[src/rtl/alu_wb_buffer.sv]
// alu_wb_buffer: small circular FIFO between the ALU and the writeback port.
// Captures each ALU result (transaction ID, result, branch result) and
// presents the oldest buffered entry to writeback with one cycle of latency.
//
// Ports:
//   clk_i, rst_ni          clock, synchronous active-low reset
//   flush_i                drop every buffered entry at the next edge
//   alu_valid_i            ALU result valid; pushed when alu_ready_o is high
//   alu_trans_id_i         ALU transaction ID
//   alu_result_i           ALU result (XLEN bits)
//   alu_branch_res_i       ALU branch result
//   alu_ready_o            buffer has a free entry (registered state only)
//   wb_valid_o             head entry valid
//   wb_trans_id_o          head entry transaction ID
//   wb_result_o            head entry result
//   wb_branch_res_o        head entry branch result
//   wb_ready_i             writeback takes the head entry this cycle
//   count_o                current occupancy
//
// CVA6Cfg and XLEN stand in for the core configuration and riscv::XLEN so this
// file elaborates stand-alone; XLEN must match the core's register width.
module alu_wb_buffer #(
  parameter int unsigned CVA6Cfg       = 0,
  parameter int unsigned DEPTH         = 2,
  parameter int unsigned TRANS_ID_BITS = 3,
  parameter int unsigned XLEN          = 64
) (
  input  logic                       clk_i,
  input  logic                       rst_ni,
  input  logic                       flush_i,
  input  logic                       alu_valid_i,
  input  logic [TRANS_ID_BITS-1:0]   alu_trans_id_i,
  input  logic [XLEN-1:0]            alu_result_i,
  input  logic                       alu_branch_res_i,
  output logic                       alu_ready_o,
  output logic                       wb_valid_o,
  output logic [TRANS_ID_BITS-1:0]   wb_trans_id_o,
  output logic [XLEN-1:0]            wb_result_o,
  output logic                       wb_branch_res_o,
  input  logic                       wb_ready_i,
  output logic [$clog2(DEPTH+1)-1:0] count_o
);

  localparam int unsigned PtrW = $clog2(DEPTH);
  localparam int unsigned CntW = $clog2(DEPTH + 1);

  logic unused_cfg;
  assign unused_cfg = |CVA6Cfg;

  logic [PtrW-1:0]          wptr_q, wptr_d;
  logic [PtrW-1:0]          rptr_q, rptr_d;
  logic [CntW-1:0]          count_q, count_d;
  logic [TRANS_ID_BITS-1:0] id_q  [DEPTH];
  logic [TRANS_ID_BITS-1:0] id_d  [DEPTH];
  logic [XLEN-1:0]          res_q [DEPTH];
  logic [XLEN-1:0]          res_d [DEPTH];
  logic [DEPTH-1:0]         br_q, br_d;

  logic push, pop;

  // Ready and valid come from the registered count only, so there is no
  // combinational path from wb_ready_i to alu_ready_o; a full buffer refuses
  // a push even when the head is popped in the same cycle.
  assign alu_ready_o     = (count_q < CntW'(DEPTH));
  assign wb_valid_o      = (count_q != '0);
  assign wb_trans_id_o   = id_q[rptr_q];
  assign wb_result_o     = res_q[rptr_q];
  assign wb_branch_res_o = br_q[rptr_q];
  assign count_o         = count_q;

  assign push = alu_valid_i & alu_ready_o;
  assign pop  = wb_valid_o & wb_ready_i;

  always_comb begin
    wptr_d  = wptr_q;
    rptr_d  = rptr_q;
    count_d = count_q;
    id_d    = id_q;
    res_d   = res_q;
    br_d    = br_q;
    if (flush_i) begin
      // Flush wins over any push or pop presented in the same cycle.
      wptr_d  = '0;
      rptr_d  = '0;
      count_d = '0;
    end else begin
      if (push) begin
        id_d[wptr_q]  = alu_trans_id_i;
        res_d[wptr_q] = alu_result_i;
        br_d[wptr_q]  = alu_branch_res_i;
        wptr_d        = wptr_q + PtrW'(1);  // DEPTH is a power of two: natural wrap
      end
      if (pop) begin
        rptr_d = rptr_q + PtrW'(1);
      end
      unique case ({push, pop})
        2'b10:   count_d = count_q + CntW'(1);
        2'b01:   count_d = count_q - CntW'(1);
        default: count_d = count_q;
      endcase
    end
  end

  always_ff @(posedge clk_i) begin
    if (!rst_ni) begin
      wptr_q  <= '0;
      rptr_q  <= '0;
      count_q <= '0;
      id_q    <= '{default: '0};
      res_q   <= '{default: '0};
      br_q    <= '0;
    end else begin
      wptr_q  <= wptr_d;
      rptr_q  <= rptr_d;
      count_q <= count_d;
      id_q    <= id_d;
      res_q   <= res_d;
      br_q    <= br_d;
    end
  end

endmodule
[config.mk]
export PLATFORM = sky130hd
export DESIGN_NAME = alu_wb_buffer
export DESIGN_NICKNAME = d
export VERILOG_FILES = /design/src/rtl/alu_wb_buffer.sv
export SDC_FILE = /design/constraint.sdc
export NUM_CORES = 1
export LEC_CHECK = 0
export ABC_AREA = 1
export ABC_CLOCK_PERIOD_IN_PS = 3950
export CAP_MARGIN = 10
export CORE_UTILIZATION = 45
export CTS_BUF_LIST = sky130_fd_sc_hd__clkbuf_4
export DETAILED_ROUTE_END_ITERATION = 16
export GPL_TIMING_DRIVEN = 1
export HOLD_SLACK_MARGIN = 0.08
export PLACE_DENSITY = 0.73
export SLEW_MARGIN = 20
export SYNTH_ARGS = -nofsm -noshare
export SYNTH_HDL_FRONTEND = slang
export SYNTH_SLANG_ARGS = --single-unit
export TNS_END_PERCENT = 5
[constraint.sdc]
create_clock -name clk_i -period 3.95 [get_ports clk_i]
set_clock_uncertainty 0.2 [all_clocks]
set_input_delay 0.79 -clock clk_i [delete_from_list [all_inputs] [get_ports clk_i]]
set_output_delay 0.79 -clock clk_i [all_outputs]
set_load 0.02 [all_outputs]
# Word level (Yosys, flattened, before mapping)
# Cells that the tools add are included.
# word_totals
register_bits	140
inputBits	73
output_inout_bits	72
elab_cells	51
# op_classes
n_addsub	4
order_cmp	7
eq_ne	2
mux	18
bitwise_logic	6
reduce_logical	6
# ops
cell	count
two-way mux 64 bit	4
bitwise mux 128 bit	1
demux 64 bit (select 1 bit)	1
two-way mux 3 bit	4
bitwise mux 6 bit	1
>= comparator 2 bit, second input constant	2
less-than comparator 1 x 2 -> 1 bit, second input constant	2
NOT 1 -> 2 bit	2
one-hot mux 2 bit (2 select lines)	1
nonzero test 2 bit	2
demux 3 bit (select 1 bit)	1
two-way mux 1 bit	3
adder 1 bit, second input constant	2
adder 2 x 1 -> 2 bit, second input constant	1
bitwise AND 1 bit	2
bitwise mux 2 bit	1
equality test 2 x 1 -> 1 bit, second input constant	1
equality test 2 bit, second input constant	1
logical AND 1 bit	2
less-than comparator 2 x 1 -> 1 bit, second input constant	1
less-than comparator 2 bit, second input constant	1
NOT 1 bit	2
AND reduction 2 bit	1
OR reduction 2 bit	1
3 further kinds	3

# Depth between registers and ports, before layout
# logic_depth
word_depth	6
depth_mapped	10
mapped_depth_nobuf	10

# Least setup slack after synthesis
# No wires, ideal clock.
# synth_timing
path_type	reg-to-output
startpoint	reg rptr_q
endpoint	out wb_result_o[20]
t_arrival_ps	1176
required_ps	2960
slack_ps	1784
path_stages_with_launch	7
path_cell_list	dfxtp_1 buf_2 clkinv_1 buf_2 buf_1 nand2_1 nand2_1
# synth_via
elab_chain_len	4
# synth_rtl
item	line	rtl
from (decl)	51	logic [PtrW-1:0] rptr_q, rptr_d;
from (signal assigned)	114	rptr_q <= rptr_d;
NOT 1 -> 2 bit (implied by the code)	67	assign wb_result_o = res_q[rptr_q];
two-way mux 64 bit (implied by the code) (3 in series)	67	
to (decl)	38	output logic [XLEN-1:0] wb_result_o,
# No other way between the ends. The select of a mux whose other input is x is not followed.

# Final worst setup path
# Same ends and word-level chain as after synthesis.

==> impl_metrics.prom <==
# TYPE chip_impl_metric gauge
chip_impl_info{name="run_status",value="finished clean"} 1
chip_impl_metric{name="fmax",unit="MHz"} 299
chip_impl_metric{name="cts.repair_timing.setup_buffer_count",unit=""} 0
chip_impl_metric{name="final.fill_count",unit=""} 1428
chip_impl_metric{name="gp_congestion",unit=""} 0.744
chip_impl_info{name="reg2reg_from",value="count_o[1]"} 1
chip_impl_metric{name="detailedPlacementHpwl",unit="um"} 9270
chip_impl_metric{name="clock_tree.htree_level_count",unit=""} 4
chip_impl_metric{name="maxSlewViolCount",unit=""} 0
chip_impl_info{name="synth_common_cells",value="nand2_1, nor2_1, dfxtp_1, inv_1, a21oi_1"} 1
chip_impl_metric{name="ir_drop",unit="V"} 0.000200
chip_impl_metric{name="ff2ff_setup_slack",unit="ps"} 2020
chip_impl_metric{name="area_of_the_core_region",unit="um2"} 14000
chip_impl_metric{name="cts-hold-fix-buffers",unit=""} 0
chip_impl_metric{name="worst_r2r_path_depth",unit=""} 7
chip_impl_info{name="slowest_stage",value="buf_4"} 1
chip_impl_metric{name="worst_slew_margin_rel",unit="%"} 46.2
chip_impl_info{name="post-synth-top-count-cell",value="nand2_1"} 1
chip_impl_info{name="hold_end",value="res_q[112]"} 1
chip_impl_metric{name="max_cap_violations",unit=""} 0
chip_impl_info{name="biggest_area_consumer_among_synthesized_cells",value="dfxtp_1"} 1
chip_impl_metric{name="max_slew.worst_pin.slew",unit="ps"} 807
chip_impl_metric{name="leakage",unit="nW"} 3.83
chip_impl_metric{name="synth_top_area_share",unit="%"} 42.8
chip_impl_metric{name="instances_no_fill",unit=""} 1351
chip_impl_info{name="worstPathCellList",value="buf_4 > nand2_1 > nand2_1 > clkdlybuf4s50_1"} 1
chip_impl_metric{name="power_per_cell_area",unit="nW/um2"} 340
chip_impl_metric{name="ys.warnings.count",unit=""} 0
chip_impl_metric{name="floorplan.initialDensity",unit="%"} 46.6
chip_impl_metric{name="num_vias",unit=""} 6279
chip_impl_metric{name="design_power_total",unit="mW"} 2.78
chip_impl_info{name="tritoncts",value="yes"} 1
chip_impl_metric{name="cp_data_arrival_time",unit="ps"} 2350
chip_impl_metric{name="clk-insertion-delay-late",unit="ps"} 510
chip_impl_info{name="end_of_the_worst_register_to_register_path",value="res_q[70]"} 1
chip_impl_metric{name="synthArstFlopShare",unit="%"} 0
chip_impl_metric{name="critical_path.n_buffers_inverters",unit=""} 2
chip_impl_metric{name="final_nets",unit=""} 1237
chip_impl_metric{name="io_pins",unit=""} 145
chip_impl_info{name="kind_of_cell_with_the_highest_combined_delay_on_the_critical_path",value="buffers and inverters"} 1
chip_impl_metric{name="cts_repair_resize_count",unit=""} 0
chip_impl_metric{name="die_height",unit="um"} 123
chip_impl_metric{name="die_area",unit="um2"} 15000
chip_impl_metric{name="seqCellArea",unit="um2"} 2800
chip_impl_info{name="clk_tree_root_cell",value="clkbuf_4"} 1
chip_impl_metric{name="clock_sink_count",unit=""} 140
chip_impl_metric{name="grt_pass1_wl",unit="um"} 24700
chip_impl_metric{name="layout-drive-gt1-share",unit="%"} 3.59
chip_impl_metric{name="layout_worst_path_cycle_share",unit="%"} 84.7
chip_impl_metric{name="multi_input_comb_area",unit="um2"} 3110
chip_impl_metric{name="critPathRequiredTime",unit="ps"} 2960
chip_impl_metric{name="antenna_found_initial",unit=""} 0
chip_impl_info{name="hp-start",value="res_q[112]"} 1
chip_impl_info{name="cp-start-kind",value="flop"} 1
chip_impl_metric{name="finalSetupViolCount",unit=""} 0
chip_impl_metric{name="antennaDiodeCount",unit=""} 0
chip_impl_info{name="hold_path_class",value="flop to flop"} 1
chip_impl_metric{name="die-width",unit="um"} 123
chip_impl_metric{name="routedWlPerCell",unit="um"} 11.4
chip_impl_metric{name="whs",unit="ps"} 289
chip_impl_metric{name="placementRows",unit=""} 43
chip_impl_metric{name="fin_tns_setup",unit="ps"} 0
chip_impl_metric{name="number_of_flops_mapped_to_enable_cells_by_yosys",unit=""} 0
chip_impl_info{name="worstSetupPathType",value="flop to output pin"} 1
chip_impl_info{name="endpoint_kind_of_the_worst_setup_timing_path",value="output pin"} 1
chip_impl_metric{name="ctsLongestPathBuffers",unit=""} 2
chip_impl_metric{name="drc",unit=""} 0
chip_impl_metric{name="hold_violations",unit=""} 0
chip_impl_metric{name="grt_max_degree",unit=""} 137
chip_impl_metric{name="initialDrtViolationCount",unit=""} 483
chip_impl_metric{name="buffer_ports.inserted",unit=""} 144
chip_impl_metric{name="globalRouteTotalUtil",unit="%"} 20.7
chip_impl_metric{name="via_count_of_the_first_global_routing_pass",unit=""} 5278
chip_impl_metric{name="worstPathMaxFanout",unit=""} 69
chip_impl_info{name="rsz0062_at_grt",value="no"} 1
chip_impl_metric{name="syn_nets",unit=""} 1136
chip_impl_info{name="library_cell_appearing_most_often_on_the_critical_path",value="nand2_1"} 1
chip_impl_info{name="synthFlopType",value="dfxtp_1"} 1
chip_impl_metric{name="layout_min_cycle_time",unit="ps"} 3340
chip_impl_metric{name="routed_via_density",unit=""} 4.65
chip_impl_metric{name="placed_cells_incl_taps",unit=""} 1324
chip_impl_metric{name="mappedNetlistArea",unit="um2"} 6550
chip_impl_metric{name="layout_stage_area_growth_over_the_synthesis_result",unit="%"} 24.9
chip_impl_metric{name="critical-path-max-stage-delay",unit="ps"} 630
chip_impl_metric{name="total_grt_overflow",unit=""} 0
chip_impl_metric{name="clk_pin_slew_worst_paths",unit="ps"} 100
chip_impl_metric{name="syn_avg_cell_area",unit="um2"} 6.17
chip_impl_metric{name="drt_pass1_iterations",unit=""} 4
chip_impl_info{name="synthTopCellsByArea",value="dfxtp_1, nand2_1, nor2_1"} 1
chip_impl_metric{name="synthesis.instances",unit=""} 1062
chip_impl_metric{name="holdPathStages",unit=""} 2
chip_impl_metric{name="route.final.wire_length",unit="um"} 15400
chip_impl_metric{name="synth.lib_cells_used.distinct",unit=""} 20
chip_impl_metric{name="final_antenna_net_count",unit=""} 0
chip_impl_metric{name="ys_ff_latch",unit=""} 140
chip_impl_metric{name="ys_seq_area_share",unit="%"} 42.8
chip_impl_metric{name="tritoncts.num_buffers",unit=""} 17
[worst max-delay path by stage]
stage / endpoint / from / slack [ps] / cells after the start
global placement: wb_result_o[62] / rptr_q / 1170 / 4
detailed placement: wb_result_o[62] / rptr_q / 1170 / 4
floorplan: wb_result_o[20] / rptr_q / 1780 / 6
finish: wb_result_o[20] / rptr_q / 610 / 4
CTS: wb_result_o[62] / rptr_q / 550 / 4
global route: wb_trans_id_o[1] / rptr_q / 430 / 4
[routing by layer]
layer	up-vias	part of all wire, %	global-route usage, %
li1	3401	-	-
met1	2694	49	28.9
met2	180	44	31.0
met3	4	6.8	4.83
met4	0	0.58	7.47
met5	-	0	0
[sequential cells by signal, indices dropped and copies added (netlist names)]
signal	cells
wptr_q	1
id_q	6
br_q	2
count_o	2
res_q	128
rptr_q	1
[cell families after synthesis]
group,Yosys count,synth area share (%)
flip-flops,140,42.8
buffers and inverters,150,9.70
AO/OA/AOI/OAI,71,5.43
AND/OR/NAND/NOR,699,41.8
XOR/XNOR,1,0.134
adder cells (fa/ha/maj),1,0.191
[layout make-up]
cell class              count  area share [%]
repair buffers            154            19.1
flip-flops and latches    140            34.3
clock inverters             7           0.367
well taps                 180            2.75
multi-input cells         772            38.0
inverters                  78            3.61
clock buffers              20            1.84
[placed cells by master (no fill, tap or decap)]
| cell type | n |
|---|---|
| ha_1 | 1 |
| dfxtp_1 | 139 |
| nand4_1 | 1 |
| clkbuf_4 | 20 |
| o21ai_0 | 2 |
| inv_1 | 74 |
| nor2_4 | 2 |
| xor2_1 | 1 |
| inv_2 | 3 |
| buf_4 | 7 |
| nand2_1 | 415 |
| clkinv_1 | 4 |
| nor3_1 | 1 |
| a21oi_1 | 69 |
| dfxtp_2 | 1 |
| nor2_1 | 211 |
| clkinv_2 | 3 |
| nand2_4 | 1 |
| inv_4 | 1 |
| nand3_1 | 68 |
| buf_12 | 4 |
| clkdlybuf4s50_1 | 143 |
[worst reg2reg max path: stages (launching register included)]
cell,delay [ps]
dfxtp_1,370
inv_2,110
nand2_4,90
inv_4,480
buf_4,390
nand3_1,100
nand2_1,70
nor2_1,40
[stage by stage]
stage	cell area (um2)	setup WS (ps)	util, %
2_1_floorplan	6550	1780	-
3_3_place_gp	8000	1170	57.0
3_5_place_dp	8000	1170	57.0
4_1_cts	8180	553	58.3
5_1_grt	8180	426	58.3
6_report	8180	606	58.3
[power breakdown]
part	switching [mW]	leakage (nW)	internal, mW
Clock	0.460	0.110	0.241
Sequential	0.0354	1.14	1.48
Combinational	0.311	2.58	0.257
Power figures use the tool's default switching activity.
